$ cat src/rtl/led_matrix_scan.sv
// Row-multiplexed driver for a 16x16 LED board: snapshots frame_flat once per
// scan and, for each row, shifts 16 column bits out, blanks, latches and lights.
module led_matrix_scan #(
  parameter int CLK_DIV        = 4,
  parameter int BLANK_CYC      = 8,
  parameter int DWELL          = 2000,
  parameter int COL_ACTIVE_LOW = 0
) (
  input  logic         clk,
  input  logic         rst_n,
  input  logic [255:0] frame_flat,
  input  logic         disp_en,
  output logic [3:0]   row_sel,
  output logic         col_sdi,
  output logic         col_sclk,
  output logic         col_latch,
  output logic         oe_n,
  output logic         frame_tick
);

  localparam int TMAX = (DWELL > BLANK_CYC) ? DWELL : BLANK_CYC;
  localparam int TW   = $clog2(TMAX + 1);
  localparam int DW   = $clog2(CLK_DIV + 1);
  localparam logic INV = (COL_ACTIVE_LOW != 0);

  typedef enum logic [2:0] {LOAD, SHIFT, BLANK, LATCH, DISPLAY} state_t;

  state_t         state, state_d;
  logic [255:0]   frame_buf, frame_buf_d;
  logic [14:0]    sr, sr_d;
  logic [3:0]     row_cnt, row_cnt_d;
  logic [3:0]     bit_cnt, bit_cnt_d;
  logic [DW-1:0]  div_cnt, div_cnt_d;
  logic [TW-1:0]  cnt, cnt_d;
  logic [3:0]     row_sel_d;
  logic           col_sdi_d, col_sclk_d, col_latch_d, oe_n_d, frame_tick_d;
  logic [15:0]    load_bits;

  // Column c of row r sits at bit 16*c + r, i.e. index {c, r}.
  function automatic logic [15:0] row_bits(input logic [255:0] src, input logic [3:0] r);
    logic [15:0] b;
    for (int c = 0; c < 16; c++) b[c] = src[{4'(c), r}];
    return b;
  endfunction

  // Row 0 reads frame_flat directly so the fresh snapshot is used, not the stale buffer.
  assign load_bits = row_bits((row_cnt == 4'd0) ? frame_flat : frame_buf, row_cnt);

  always_ff @(posedge clk or negedge rst_n) begin
    if (!rst_n) begin
      state      <= LOAD;
      frame_buf  <= '0;
      sr         <= '0;
      row_cnt    <= '0;
      bit_cnt    <= '0;
      div_cnt    <= '0;
      cnt        <= '0;
      row_sel    <= '0;
      col_sdi    <= 1'b0;
      col_sclk   <= 1'b0;
      col_latch  <= 1'b0;
      oe_n       <= 1'b1;
      frame_tick <= 1'b0;
    end else begin
      state      <= state_d;
      frame_buf  <= frame_buf_d;
      sr         <= sr_d;
      row_cnt    <= row_cnt_d;
      bit_cnt    <= bit_cnt_d;
      div_cnt    <= div_cnt_d;
      cnt        <= cnt_d;
      row_sel    <= row_sel_d;
      col_sdi    <= col_sdi_d;
      col_sclk   <= col_sclk_d;
      col_latch  <= col_latch_d;
      oe_n       <= oe_n_d;
      frame_tick <= frame_tick_d;
    end
  end

  // Outputs are computed as next-cycle register values, so nothing reaches a pin combinationally.
  always_comb begin
    state_d      = state;
    frame_buf_d  = frame_buf;
    sr_d         = sr;
    row_cnt_d    = row_cnt;
    bit_cnt_d    = bit_cnt;
    div_cnt_d    = div_cnt;
    cnt_d        = cnt;
    row_sel_d    = row_sel;
    col_sdi_d    = col_sdi;
    col_sclk_d   = col_sclk;
    col_latch_d  = 1'b0;
    oe_n_d       = oe_n;
    frame_tick_d = 1'b0;

    case (state)
      LOAD: begin
        if (row_cnt == 4'd0) begin
          frame_buf_d  = frame_flat;
          frame_tick_d = 1'b1;
        end
        sr_d       = load_bits[14:0];
        col_sdi_d  = load_bits[15] ^ INV;
        col_sclk_d = 1'b0;
        div_cnt_d  = '0;
        bit_cnt_d  = '0;
        state_d    = SHIFT;
      end
      SHIFT: begin
        if (div_cnt == DW'(CLK_DIV - 1)) begin
          div_cnt_d = '0;
          if (!col_sclk) begin
            col_sclk_d = 1'b1;
          end else if (bit_cnt == 4'd15) begin
            col_sclk_d = 1'b0;
            oe_n_d     = 1'b1;
            cnt_d      = '0;
            state_d    = BLANK;
          end else begin
            // New data bit only ever appears together with the falling clock.
            col_sclk_d = 1'b0;
            col_sdi_d  = sr[14] ^ INV;
            sr_d       = {sr[13:0], 1'b0};
            bit_cnt_d  = bit_cnt + 4'd1;
          end
        end else begin
          div_cnt_d = div_cnt + DW'(1);
        end
      end
      BLANK: begin
        if (cnt == TW'(BLANK_CYC - 1)) begin
          col_latch_d = 1'b1;
          row_sel_d   = row_cnt;
          state_d     = LATCH;
        end else begin
          cnt_d = cnt + TW'(1);
        end
      end
      LATCH: begin
        oe_n_d  = ~disp_en;
        cnt_d   = '0;
        state_d = DISPLAY;
      end
      DISPLAY: begin
        oe_n_d = ~disp_en;
        if (cnt == TW'(DWELL - 1)) begin
          row_cnt_d = row_cnt + 4'd1;
          state_d   = LOAD;
        end else begin
          cnt_d = cnt + TW'(1);
        end
      end
      default: state_d = LOAD;
    endcase
  end

endmodule

$ cat config.mk
export PLATFORM = sky130hd
export DESIGN_NAME = led_matrix_scan
export DESIGN_NICKNAME = d
export VERILOG_FILES = /design/src/rtl/led_matrix_scan.sv
export SDC_FILE = /design/constraint.sdc
export NUM_CORES = 1
export LEC_CHECK = 0
export ABC_CLOCK_PERIOD_IN_PS = 3800
export CELL_PAD_IN_SITES_DETAIL_PLACEMENT = 1
export CELL_PAD_IN_SITES_GLOBAL_PLACEMENT = 2
export CORE_ASPECT_RATIO = 2
export CORE_MARGIN = 4
export CORE_UTILIZATION = 37
export CTS_CLUSTER_DIAMETER = 30
export CTS_CLUSTER_SIZE = 40
export DETAILED_ROUTE_END_ITERATION = 7
export GPL_TIMING_DRIVEN = 0
export PLACE_DENSITY = 0.87
export SYNTH_ARGS = -nofsm -noshare
export SYNTH_HDL_FRONTEND = slang
export SYNTH_SLANG_ARGS = --single-unit
$ cat constraint.sdc
create_clock -name clk -period 3.8 [get_ports clk]
set_input_delay 1.14 -clock clk [delete_from_list [all_inputs] [get_ports clk]]
set_output_delay 1.14 -clock clk [all_outputs]
set_load 0.01 [all_outputs]
### Yosys cells after proc, flatten, opt, wreduce, memory -nomap -nowiden

Cells that the tools add are included.
Widths: inputs -> output; s select.

| word-level totals | value |
|---|---|
| word-level logic and storage cells | 133 |
| register bits | 305 |

| cells by class | value |
|---|---|
| add/sub/neg operators | 4 |
| $lt $le $gt $ge | 16 |
| bitwise operators | 1 |
| reductions and logical operators | 13 |
| multiplexer cells | 70 |
| equal/unequal tests | 16 |

Operators by type and width:

| kind | number |
|---|---|
| $mux 256 | 1 |
| $lt 8x9->1 const B | 8 |
| $bmux 1 s4 | 16 |
| $mux 11 | 5 |
| $mux 15 | 3 |
| $pmux 11 s4 | 1 |
| $lt 7x9->1 const B | 4 |
| $pmux 15 s2 | 1 |
| $mux 1 | 28 |
| $lt 6x9->1 const B | 2 |
| $mux 3 | 6 |
| $ne 2x2->1 const B | 8 |
| $pmux 3 s5 | 1 |
| $mux 4 | 3 |
| $add 11x1->11 const B | 1 |
| $eq 11x11->1 const B | 1 |
| $eq 11x3->1 const B | 1 |
| $eq 3x2->1 const B | 3 |
| $lt 4x9->1 const B | 1 |
| $lt 5x9->1 const B | 1 |
| $add 4x1->4 const B | 2 |
| $pmux 4 s2 | 1 |
| $reduce_and 4->1 | 2 |
| $pmux 1 s2 | 3 |
| 14 further kinds | 17 |

### Depth between registers and ports, before layout

| depth | value |
|---|---|
| depth in word-level cells | 5 |
| mapped depth | 13 |
| depth with buffers taken out | 7 |

### Worst setup path after synthesis

Ideal clock, no wire load.

| path | value |
|---|---|
| path type | reg-to-reg |
| from | register row_cnt[0] |
| to | register sr[10] |
| clock period less this slack | 3.302 ns |
| library setup time | 0.150 ns |
| cell stages (with the launch flop) | 13 |
| setup slack | 0.498 ns |
| arrival | 3.152 ns |
| data required time | 3.650 ns |
| cells stage by stage | dfrtp_1 buf_2 clkinv_1 buf_1 clkbuf_1 ha_1 nor3b_2 buf_6 buf_4 mux4_2 a22o_1 o211ai_1 o311ai_0 |

| on the way | value |
|---|---|
| longest elaborated chain between the ends | 5 |

RTL lines:

| item | line | text |
|---|---|---|
| start: declaration | 31 | `logic [3:0] row_cnt, row_cnt_d;` |
| start signal: assignment | 68 | `row_cnt <= row_cnt_d;` |
| $logic_not 4->1 | 47 | `assign load_bits = row_bits((row_cnt == 4'd0) ? frame_flat : frame_buf, row_cnt);` |
| $mux 256 | -- |  |
| $bmux 1 s4 * | 42 | `for (int c = 0; c < 16; c++) b[c] = src[{4'(c), r}];` |
| $mux 1 (implied by the code) * | 42 |  |
| $pmux 15 s2 * | 97 | `case (state)` |
| end signal: assignment | 67 | `sr <= sr_d;` |
| end: declaration | 30 | `logic [14:0] sr, sr_d;` |

Mark *: on every way between the ends. The rest lies on a longest branch, timed or not. The select of a mux whose other input is x is not followed.
A chain may end at the register's enable or synchronous reset.

### Worst setup path after layout

| path | value |
|---|---|
| from | register row_cnt[0] |
| to | register sr[7] |

The elaborated chain is that of the path after synthesis.

==> flow_summary.toml <==
[timing]
final_max_slew_viol_count = 0
worst_pin_slew_ns = 1.45
timing.fmax_mhz = 272
worst_slack_ns = 0.120
min_period_ns = 3.68
slew_headroom_pct = 3.22
clock_skew_ns = 0.0222
fin_setup_tns_ns = 0
rsz0062_at_grt = "false"
finalCritPeriodShare_pct = 96.9
hold_viol = 0
finalSetupViolCount = 0

[clocking]
cts_tree = "built"
cts_made_buffers = 49
clock_path_buffers = 3
cts_sinks = 305
clk_pin_slew_ns = 0.05
worst_skew_pair.late_latency_ns = 0.56
clockRootBuffer = "clkbuf_16"
htree_num_levels = 2

[grt]
grt_pass1_wl_um = 78900
grt_remaining_overflow = 0
grt_max_degree = 118
grt_pass1_vias = 12925
grt_use_total_pct = 24.0
grt_antenna_before_repair = 18

[detailed_routing]
drt-initial-drc-count = 437
wl_per_cell_um = 26.6
viasPerCell = 5.57
first_pass_iters = 5
ant_nets = 0
vias = 11056
drc = 0
routed_wl_um = 52800

[cells_and_area]
fin_cells = 1985
nets = 1669
fin_util_pct = 50.4
area_delta_synth_final_pct = 34.5
drive_above_1_share_pct = 34.9
fillers = 4015

[worst_setup_path]
worst_setup_path_end_kind = "flop"
cp_top_family = "buffers and inverters"
max_stage_delay_ns = 0.53
critPathSlowestCell = "mux4_2"
crit_type = "flop to flop"
critPathBufInv = 6
crit_arrival_ns = 4.08
cp_max_fo = 10
path_common_cell = "buf_6"
regToRegSetupSlack_ns = 0.12
crit_required_ns = 4.20
crit_path_cell_trace = "buf_2 -> clkinv_2 -> buf_6 -> buf_6 -> ha_2 -> nor3b_4 -> buf_6 -> buf_8 -> mux4_2 -> a22oi_1 -> and4_1 -> nand4_1"
startpoint_type = "flop"

[yosys]
synth.area.top_cells = "dfrtp_1, mux2_2, mux4_2"
netlist_area_um2 = 15100
synth.ff_latch_count = 305
yosys_warnings = 0
async_flop_share_pct = 100
synth.distinct_cells = 66
yosys_most_used_dff = "dfrtp_1"
yosysTopAreaCellShare_pct = 50.5
synthCells = 1083
synth_top_cell_by_area = "dfrtp_1"
syn_avg_cell_area_um2 = 13.9
seq_area_frac_synth_pct = 50.6
syn-num-nets = 1347
synth-edff-count = 0

[placed_design]
portBuffers = 267
dp_slack_ns = -1.30
dp.cells = 1882
dpl.hpwl_um = 39400
routabilityCongestion = 0.831

[power]
power_density_nw_per_um2 = 432
switching_share_pct = 22.7
power.leakage_nw = 8.10
p_seq_share_pct = 39.7
p_switching_mw = 1.99
p_int_mw = 6.77
clkPwrFrac_pct = 53.1
vdd_drop_max_mv = 0.338
power_mw = 8.76
pwr-share-comb_pct = 7.3

[run]
drv_cap = 0

[floorplan]
die_w_um = 151
row_count = 104
io_pins = 268
fp.coreArea_um2 = 40200
die_h_um = 293
initial_utilization_pct = 37.5
dieArea_um2 = 44200

[status]
status = "finished, final reports clean"

[hold_path]
min_path_type = "flop to flop"
## logic make-up (layout without fill, tap and decap cells)
kind of cell | after synthesis | after routing | share of synthesized area, %
AOI/OAI and AO/OA | 116 | 116 | 5.57
buffers and inverters | 86 | 446 | 2.86
muxes | 352 | 352 | 32.7
other | 0 | 12 | 0
xor gates and xnor gates | 6 | 6 | 0.349
and+or+nand+nor | 213 | 213 | 7.43
DFF | 305 | 305 | 50.6
adders and majority gates | 5 | 5 | 0.415
## power by group through the flow
stage          Sequential [mW]  Combinational (mW)  Clock, mW
4_1_cts                   3.47               0.646       4.74
5_1_grt                   3.49               0.682       4.89
3_5_place_dp              3.53               0.640          0
3_3_place_gp              3.52               0.610          0
6_report                  3.47               0.636       4.65
2_1_floorplan             3.50               0.221          0
## path summary, 6_finish.rpt
path / to / cells past startpoint / startpoint
setup / recovery: sr[7] / 12 / row_cnt[0]
hold / removal: row_sel[3] / 2 / row_sel[3]
setup reg to reg: sr[7] / 12 / row_cnt[0]
hold reg to reg: row_sel[3] / 2 / row_sel[3]
max in group asynchronous: frame_buf[20] / 3 / rst_n
min in group asynchronous: col_latch / 1 / rst_n
## state kept, by name, summed over array words and instances (netlist names)
name and flops:
cnt 11, frame_tick 1, row_sel 4, div_cnt 3
col_sdi 1, col_latch 1, col_sclk 1, oe_n 1
state 3, frame_buf 256, bit_cnt 4, sr 15
row_cnt 4
## final cells by class
type	instances	area, µm²	share of cell area (%)
multi-input cells	692	7020	34.6
clock buffers	60	1350	6.65
well taps	530	663	3.27
flip-flops and latches	305	7630	37.7
diodes	12	30.0	0.148
inverters	10	38.8	0.191
repair buffers	271	2750	13.6
clock inverters	29	363	1.79
plain buffers	76	424	2.09
## cell usage in the layout (no fill, tap or decap), types with 7 or more instances in the layout
| cell | count |
|---|---|
| o31ai_1 | 10 |
| buf_6 | 8 |
| clkinv_2 | 7 |
| and3_1 | 12 |
| and4_1 | 9 |
| mux2_2 | 257 |
| inv_1 | 8 |
| a21oi_1 | 16 |
| mux4_2 | 87 |
| clkbuf_16 | 50 |
| clkdlybuf4s50_1 | 266 |
| dfrtp_1 | 304 |
| a31oi_1 | 7 |
| o2111ai_1 | 8 |
| mux2i_1 | 8 |
| a22o_1 | 10 |
| nor3_1 | 8 |
| o211ai_1 | 9 |
| diode_2 | 12 |
| o21ai_0 | 19 |
| nor2_1 | 23 |
| a22oi_1 | 8 |
| clkbuf_1 | 19 |
| nand4_1 | 13 |
| nand2_1 | 72 |
| buf_2 | 41 |
| nand3_1 | 39 |
## synthesized netlist by cell type (8+ instances only)
master / count
buf_1: 8
o2111ai_1: 8
and3_1: 12
nor3_1: 8
nor2_1: 23
mux2i_1: 8
dfrtp_1: 304
o31ai_1: 10
o21ai_0: 19
o211ai_1: 9
buf_2: 41
inv_1: 8
mux2_2: 257
nand4_1: 13
a22o_1: 10
nand2_1: 72
mux4_2: 87
a22oi_1: 9
clkbuf_1: 16
and4_1: 9
nand3_1: 39
a21oi_1: 16
## what timing repair did
item	CTS	global route
resized for setup	15	4
setup buffers	1	0
hold buffers	0	0
endpoints found under the setup margin	273	4
## through the flow
stage	hold WS (ns)	cell area [µm²]
final	0.475	20300
after global routing	0.497	20300
after CTS	0.488	20200
after detailed placement	0.476	18500
after global placement	0.477	18400
after floorplan	0.465	15100
## worst register-to-register path: stages (launching register included)
cell	delay, ns
dfrtp_1	0.38
buf_2	0.19
clkinv_2	0.19
buf_6	0.24
buf_6	0.21
ha_2	0.28
nor3b_4	0.29
buf_6	0.24
buf_8	0.22
mux4_2	0.54
a22oi_1	0.25
and4_1	0.30
nand4_1	0.18
## metal layers
layer | up-vias | track usage (%) | wire [µm]
li1 | 4791 | - | -
met2 | 344 | 45.4 | 30000
met5 | - | 0 | 88
met4 | 12 | 13.0 | 3050
met3 | 155 | 5.15 | 2770
met1 | 5754 | 23.8 | 17000
(Power assumes the default switching activity.)
